<file path="src/rtl/ccff_chain_loader_pkg.sv">
// ccff_chain_loader_pkg
//   Shared definitions for the configuration-chain loader: the loader state
//   enumeration and the default bitstream word width and chain length.
package ccff_chain_loader_pkg;

  localparam int unsigned DEFAULT_WORD_W    = 8;
  localparam int unsigned DEFAULT_CHAIN_LEN = 20;

  typedef enum logic [2:0] {
    ST_IDLE  = 3'd0,
    ST_LOAD  = 3'd1,
    ST_SHIFT = 3'd2,
    ST_DONE  = 3'd3,
    ST_ERR   = 3'd4
  } state_t;

endpackage

</file>
<file path="src/rtl/ccff_rb_deserializer.sv">
// ccff_rb_deserializer
//   Collects the bits returned from the chain's ccff_tail, MSB first, into
//   WORD_W-bit readback words. A final partial word is emitted left-aligned.
//   No backpressure: rb_valid is a one-cycle pulse.
//   Only compiled when CCFF_CHAIN_LOADER_READBACK_EN is defined.
// Ports:
//   clk, rst_n  - clock, asynchronous active-low reset
//   clear       - discard any partially captured word (new load accepted)
//   capture     - sample tail_bit this cycle
//   last        - this capture is the final bit of the load
//   tail_bit    - serial bit from the chain tail
//   rb_data     - captured word
//   rb_valid    - rb_data valid (one-cycle pulse)
`ifdef CCFF_CHAIN_LOADER_READBACK_EN
module ccff_rb_deserializer
  import ccff_chain_loader_pkg::*;
#(
  parameter int unsigned WORD_W = DEFAULT_WORD_W
) (
  input  logic              clk,
  input  logic              rst_n,
  input  logic              clear,
  input  logic              capture,
  input  logic              last,
  input  logic              tail_bit,
  output logic [WORD_W-1:0] rb_data,
  output logic              rb_valid
);

  localparam int unsigned CNT_W = (WORD_W > 1) ? $clog2(WORD_W) : 1;

  logic [WORD_W-1:0] acc_q;
  logic [WORD_W-1:0] acc_next;
  logic [CNT_W-1:0]  cnt_q;
  logic [CNT_W-1:0]  align;
  logic              full;

  assign acc_next = (acc_q << 1) | WORD_W'(tail_bit);
  assign full     = (cnt_q == CNT_W'(WORD_W - 1));
  // Left-align a short final word: cnt_q+1 bits captured, pad the rest.
  assign align    = CNT_W'(WORD_W - 1) - cnt_q;

  always_ff @(posedge clk or negedge rst_n) begin
    if (!rst_n) begin
      acc_q    <= '0;
      cnt_q    <= '0;
      rb_data  <= '0;
      rb_valid <= 1'b0;
    end else begin
      rb_valid <= 1'b0;
      if (clear) begin
        acc_q <= '0;
        cnt_q <= '0;
      end else if (capture) begin
        if (full || last) begin
          rb_data  <= acc_next << align;
          rb_valid <= 1'b1;
          acc_q    <= '0;
          cnt_q    <= '0;
        end else begin
          acc_q <= acc_next;
          cnt_q <= cnt_q + CNT_W'(1);
        end
      end
    end
  end

endmodule
`endif

</file>
<file path="src/rtl/ccff_chain_loader.sv">
// ccff_chain_loader
//   Serialises bitstream words into a configuration flip-flop chain of
//   CHAIN_LEN bits, MSB of each word first, with no bubbles between words.
//   Optional readback of the previous chain contents via ccff_tail is
//   enabled by defining CCFF_CHAIN_LOADER_READBACK_EN.
// Ports:
//   prog_clk   - clock
//   pReset_n   - asynchronous active-low reset
//   start      - one-cycle load request (honoured in IDLE and ERR)
//   bs_data    - bitstream word; bs_valid/bs_ready handshake
//   ccff_head  - registered serial bit into the chain
//   ccff_tail  - serial bit returned from the chain (readback only)
//   busy       - load in progress
//   done       - one-cycle pulse after CHAIN_LEN bits
//   err        - sticky underrun flag, cleared by the next accepted start
//   rb_data, rb_valid - readback words (macro builds only)
module ccff_chain_loader
  import ccff_chain_loader_pkg::*;
#(
  parameter int unsigned WORD_W    = DEFAULT_WORD_W,
  parameter int unsigned CHAIN_LEN = DEFAULT_CHAIN_LEN
) (
  input  logic              prog_clk,
  input  logic              pReset_n,
  input  logic              start,
  input  logic [WORD_W-1:0] bs_data,
  input  logic              bs_valid,
  output logic              bs_ready,
  output logic              ccff_head,
  input  logic              ccff_tail,
  output logic              busy,
  output logic              done,
  output logic              err
`ifdef CCFF_CHAIN_LOADER_READBACK_EN
  ,
  output logic [WORD_W-1:0] rb_data,
  output logic              rb_valid
`endif
);

  localparam int unsigned CNT_W  = $clog2(CHAIN_LEN + 1);
  localparam int unsigned WCNT_W = $clog2(WORD_W + 1);

  state_t            state_q, state_d;
  logic [WORD_W-1:0] shreg_q;
  logic [WCNT_W-1:0] wcnt_q;
  logic [CNT_W-1:0]  bit_cnt_q;
  logic              head_q;
  logic              err_q;
  logic              word_end;
  logic              chain_full;
  logic              start_ok;

  // The word's MSB goes straight to ccff_head on the transfer edge, so
  // bit_cnt/wcnt count bits already presented, including the one on
  // ccff_head now. The shift register holds only the remaining bits.
  assign word_end   = (wcnt_q == WCNT_W'(WORD_W));
  assign chain_full = (bit_cnt_q == CNT_W'(CHAIN_LEN));
  assign start_ok   = start && ((state_q == ST_IDLE) || (state_q == ST_ERR));

  always_comb begin
    state_d  = state_q;
    bs_ready = 1'b0;
    case (state_q)
      ST_IDLE: if (start) state_d = ST_LOAD;
      ST_LOAD: begin
        bs_ready = 1'b1;
        if (bs_valid) state_d = ST_SHIFT;
      end
      ST_SHIFT: begin
        if (chain_full) begin
          state_d = ST_DONE;
        end else if (word_end) begin
          bs_ready = 1'b1;
          if (!bs_valid) state_d = ST_ERR;
        end
      end
      ST_DONE: state_d = ST_IDLE;
      ST_ERR:  if (start) state_d = ST_LOAD;
      default: state_d = ST_IDLE;
    endcase
  end

  always_ff @(posedge prog_clk or negedge pReset_n) begin
    if (!pReset_n) begin
      state_q   <= ST_IDLE;
      shreg_q   <= '0;
      wcnt_q    <= '0;
      bit_cnt_q <= '0;
      head_q    <= 1'b0;
      err_q     <= 1'b0;
    end else begin
      state_q <= state_d;
      case (state_q)
        ST_IDLE, ST_ERR: begin
          if (start) begin
            err_q     <= 1'b0;
            bit_cnt_q <= '0;
            wcnt_q    <= '0;
            shreg_q   <= '0;
          end
        end
        ST_LOAD: begin
          if (bs_valid) begin
            head_q    <= bs_data[WORD_W-1];
            shreg_q   <= bs_data << 1;
            wcnt_q    <= WCNT_W'(1);
            bit_cnt_q <= CNT_W'(1);
          end
        end
        ST_SHIFT: begin
          if (chain_full) begin
            head_q <= 1'b0;
          end else if (word_end) begin
            if (bs_valid) begin
              head_q    <= bs_data[WORD_W-1];
              shreg_q   <= bs_data << 1;
              wcnt_q    <= WCNT_W'(1);
              bit_cnt_q <= bit_cnt_q + CNT_W'(1);
            end else begin
              err_q  <= 1'b1;
              head_q <= 1'b0;
            end
          end else begin
            head_q    <= shreg_q[WORD_W-1];
            shreg_q   <= shreg_q << 1;
            wcnt_q    <= wcnt_q + WCNT_W'(1);
            bit_cnt_q <= bit_cnt_q + CNT_W'(1);
          end
        end
        default: ;
      endcase
    end
  end

  assign ccff_head = head_q;
  assign err       = err_q;
  assign done      = (state_q == ST_DONE);
  assign busy      = (state_q == ST_LOAD) || (state_q == ST_SHIFT);

`ifdef CCFF_CHAIN_LOADER_READBACK_EN
  ccff_rb_deserializer #(
    .WORD_W (WORD_W)
  ) u_rb (
    .clk      (prog_clk),
    .rst_n    (pReset_n),
    .clear    (start_ok),
    .capture  (state_q == ST_SHIFT),
    .last     (chain_full),
    .tail_bit (ccff_tail),
    .rb_data  (rb_data),
    .rb_valid (rb_valid)
  );
`else
  logic tail_unused;
  logic start_ok_unused;
  assign tail_unused     = ccff_tail;
  assign start_ok_unused = start_ok;
`endif

endmodule

</file>
<file path="config.mk">
export PLATFORM = sky130hd
export DESIGN_NAME = ccff_chain_loader
export DESIGN_NICKNAME = d
export VERILOG_FILES = /design/src/rtl/ccff_chain_loader_pkg.sv /design/src/rtl/ccff_rb_deserializer.sv /design/src/rtl/ccff_chain_loader.sv
export SDC_FILE = /design/constraint.sdc
export NUM_CORES = 1
export LEC_CHECK = 0
export CORE_MARGIN = 10
export CORE_UTILIZATION = 37
export CTS_BUF_LIST = sky130_fd_sc_hd__clkbuf_8
export DETAILED_ROUTE_END_ITERATION = 10
export MAX_ROUTING_LAYER = met4
export PLACE_DENSITY_LB_ADDON = 0.08
export REMOVE_ABC_BUFFERS = 1
export SYNTH_ARGS = -nofsm -noshare
export SYNTH_HDL_FRONTEND = slang
export SYNTH_SLANG_ARGS = --single-unit
</file>
<file path="constraint.sdc">
create_clock -name prog_clk -period 4.02 [get_ports prog_clk]
set_input_delay 0.603 -clock prog_clk [delete_from_list [all_inputs] [get_ports prog_clk]]
set_output_delay 0.603 -clock prog_clk [all_outputs]
set_load 0.1 [all_outputs]
</file>
==> flow_metrics.env <==
export IMPL_status="completed"
export IMPL_crit_path_start_kind="register"
export IMPL_wire_per_inst_um=14.7
export IMPL_ys_ff_latch=22
export IMPL_dp_hpwl_um=2230
export IMPL_setup_viol=0
export IMPL_synthToLayoutAreaGrowth_pct=17.4
export IMPL_global_route_wire_length_before_repair_um=5400
export IMPL_timing_critical_path_arrival_ps=2210
export IMPL_timing_critical_path_cells="and3b_1 > clkdlybuf4s50_1"
export IMPL_std_cell_rows=21
export IMPL_die_area_um2=6320
export IMPL_cts_setup_buffers=0
export IMPL_worstSetupPathType="reg2out"
export IMPL_drt_iter0_drc=79
export IMPL_totalNegativeSetupSlack_ps=0
export IMPL_global_router_s_overall_resource_usage_pct=10.9
export IMPL_worst_r2r_cell_count=7
export IMPL_initial_core_util_pct=38.6
export IMPL_cell_variety_after_synth=40
export IMPL_power_leakage_uw=0.000655
export IMPL_hold_path_class="reg2reg"
export IMPL_final_min_clock_period_ps=2810
export IMPL_worst_hold_path_num_cells=2
export IMPL_yosys_warnings=0
export IMPL_drt_pre_antenna_iters=4
export IMPL_worst_path_stages=2
export IMPL_number_of_pins_with_negative_max_slew_slack_in_the_final_report=0
export IMPL_final_cell_area_um2=1540
export IMPL_numCtsBuffers=3
export IMPL_grt_start_max_net_pins=23
export IMPL_globalRoute_totalOverflow=0
export IMPL_r2r_slack_ps=1910
export IMPL_ctsRootBufferMaster="sky130_fd_sc_hd__clkbuf_8"
export IMPL_vias_per_cell=5.29
export IMPL_dp_slack_ps=1400
export IMPL_grt_antenna_before_repair=0
export IMPL_irDropWorstVdd_mv=0.346
export IMPL_timing_critical_path_fanout_max=16
export IMPL_cts_num_sinks=22
export IMPL_cts_root_to_sink_buffers=2
export IMPL_fp_dieH_um=79.5
export IMPL_max_freq_ghz=0.356
export IMPL_netlist_instances=148
export IMPL_clock_input_transition_at_the_sequential_cells_of_the_worst_setup_and_hold_paths_ps=80
export IMPL_route_detailed_drc=0
export IMPL_cts_hold_fix_buffers=0
export IMPL_p_int_uw=547
export IMPL_drv_max_cap_violation_count=0
export IMPL_antenna_diode_count=0
export IMPL_worst_path_buf_inv=1
export IMPL_power_share_clock_pct=14.6
export IMPL_post_synth_instance_area_um2=1310
export IMPL_synth_avg_cell_area_um2=8.85
export IMPL_tritoncts="built"
export IMPL_critical_path_slowest_cell="sky130_fd_sc_hd__clkdlybuf4s50_1"
export IMPL_max_slew_worst_pin_slew_ps=1040
export IMPL_vias_in_the_first_global_route=1096
export IMPL_postLayoutCoreUtil_pct=45.4
export IMPL_postRouteWirelength_um=3040
export IMPL_worstSetupEndpointType="primary output"
export IMPL_path_delay_family="buffers and inverters"
export IMPL_ctsResizeCount=0
export IMPL_gp_routability_congestion=0.769
export IMPL_worstPathRequired_ps=3420
export IMPL_power_per_cell_area_nw_per_um2=699
export IMPL_cts_htree_levels=1
export IMPL_via_count=1096
export IMPL_synth_edf_count=0
export IMPL_nNetsFinal=179
export IMPL_input_output_buffers=16
export IMPL_dpl_instance_area_um2=1480
export IMPL_seqPwrFrac_pct=33.1
export IMPL_synth_yosys_seq_area_share_pct=42.0
export IMPL_setup_slack_ps=1210
export IMPL_floorplan_die_width_um=79.5
export IMPL_switchingPower_uw=527
export IMPL_ant_nets=0
export IMPL_grt_setup_unrepaired="no"
export IMPL_fp_coreArea_um2=3390
export IMPL_synth_async_reset_ratio_pct=100
export IMPL_yosys_most_used_dff="sky130_fd_sc_hd__dfrtp_1"
export IMPL_clk_latency_ps=260
export IMPL_post_route_period_util_pct=70.0
export IMPL_combPwrFrac_pct=52.3
export IMPL_ios=18
export IMPL_slowest_delay_ps=1130
export IMPL_switching_share_pct=49.1
export IMPL_hold_viol_final=0
export IMPL_max_clock_skew_ps=1.15
export IMPL_layout_drive_gt1_share_pct=5.59
export IMPL_max_slew_margin_rel_pct=30.2
cell families (layout without fill, tap and decap cells):
family	count (synthesis)	after routing	synth area share, %
AO/OA/AOI/OAI	48	48	23.2
buffers and inverters	14	27	5.06
flip-flops	22	22	42.0
XOR/XNOR	1	1	0.669
adder cells (fa/ha/maj)	4	4	3.82
AND/OR/NAND/NOR	59	59	25.2
cells in the mapped netlist (2+ instances only):
cell type	number	area [um2]
sky130_fd_sc_hd__dfrtp_1	22	551
sky130_fd_sc_hd__nand2_1	21	78.8
sky130_fd_sc_hd__a21oi_1	17	85.1
sky130_fd_sc_hd__o21ai_0	11	55.1
sky130_fd_sc_hd__nor2_1	10	37.5
sky130_fd_sc_hd__inv_1	7	26.3
sky130_fd_sc_hd__a32oi_1	5	43.8
sky130_fd_sc_hd__buf_2	5	25.0
sky130_fd_sc_hd__nand2b_1	5	31.3
sky130_fd_sc_hd__ha_1	4	50.1
sky130_fd_sc_hd__a22oi_1	3	22.5
sky130_fd_sc_hd__nand3b_1	3	22.5
sky130_fd_sc_hd__or3_1	3	18.8
sky130_fd_sc_hd__a31oi_1	2	12.5
sky130_fd_sc_hd__and3b_1	2	17.5
sky130_fd_sc_hd__nand3_1	2	10.0
sky130_fd_sc_hd__nor2b_1	2	12.5
sky130_fd_sc_hd__o31ai_1	2	15.0
placed cells by master (no fill, tap or decap), types with 2 or more instances in the layout:
master	Yosys	layout
sky130_fd_sc_hd__a21oi_1	17	17
sky130_fd_sc_hd__a22oi_1	3	3
sky130_fd_sc_hd__a31oi_1	2	2
sky130_fd_sc_hd__a32oi_1	5	5
sky130_fd_sc_hd__and3b_1	2	2
sky130_fd_sc_hd__buf_4	0	2
sky130_fd_sc_hd__clkbuf_8	0	4
sky130_fd_sc_hd__clkdlybuf4s50_1	0	14
sky130_fd_sc_hd__dfrtp_1	22	22
sky130_fd_sc_hd__ha_1	4	4
sky130_fd_sc_hd__inv_1	7	7
sky130_fd_sc_hd__nand2_1	21	21
sky130_fd_sc_hd__nand2b_1	5	5
sky130_fd_sc_hd__nand3_1	2	2
sky130_fd_sc_hd__nand3b_1	3	3
sky130_fd_sc_hd__nor2_1	10	10
sky130_fd_sc_hd__nor2b_1	2	2
sky130_fd_sc_hd__o21ai_0	11	11
sky130_fd_sc_hd__o31ai_1	2	2
sky130_fd_sc_hd__or3_1	3	3
tightest hold or removal path, stage by stage (launching register included):
cell,delay (ps)
sky130_fd_sc_hd__dfrtp_1,350
sky130_fd_sc_hd__nand2_1,50
sky130_fd_sc_hd__nand2_1,50
path summary, 6_finish.rpt:
| kind | start | to |
|---|---|---|
| max in group asynchronous | pReset_n | shreg_q[4] |
| worst max register to register | wcnt_q[0] | bit_cnt_q[4] |
| worst min register to register | shreg_q[3] | shreg_q[3] |
| worst max-delay path | state_q[2] | done |
| min in group asynchronous | pReset_n | ccff_head |
| worst min-delay path | shreg_q[3] | shreg_q[3] |
per-stage QoR:
stage	hold slack, ps	power [uW]	cells
floorplan	307	780	141
CTS	476	1090	207
finish	473	1070	207
global route	516	1170	207
detailed placement	457	928	203
global placement	452	923	203
layout make-up:
class,count,area [um2]
fill,318,1850
multi-input combinational,112,693
sequential,22,551
timing repair buffer,16,155
tap,46,57.6
clock buffer,4,55.1
inverter,7,26.3
registers in the layout, summed over array words and instances (netlist names):
register / count
wcnt_q: 4
shreg_q: 8
state_q: 3
bit_cnt_q: 5
err: 1
ccff_head: 1
per-layer routing:
layer	global-route usage, %	share of wire (%)	vias up
met5	-	0	-
met1	13.2	47	517
li1	-	-	560
met2	17.5	47	17
met4	2.15	0.56	0
met3	3.15	5.0	2
power groups by stage:
| stage | registers [uW] | clock network [uW] | logic [uW] |
|---|---|---|---|
| final | 356 | 157 | 562 |
| after CTS | 355 | 167 | 571 |
| after global placement | 357 | 0 | 566 |
| after detailed placement | 360 | 0 | 569 |
| after floorplan | 377 | 0 | 402 |
| after global routing | 370 | 178 | 618 |
Power figures use the tool's default switching activity.
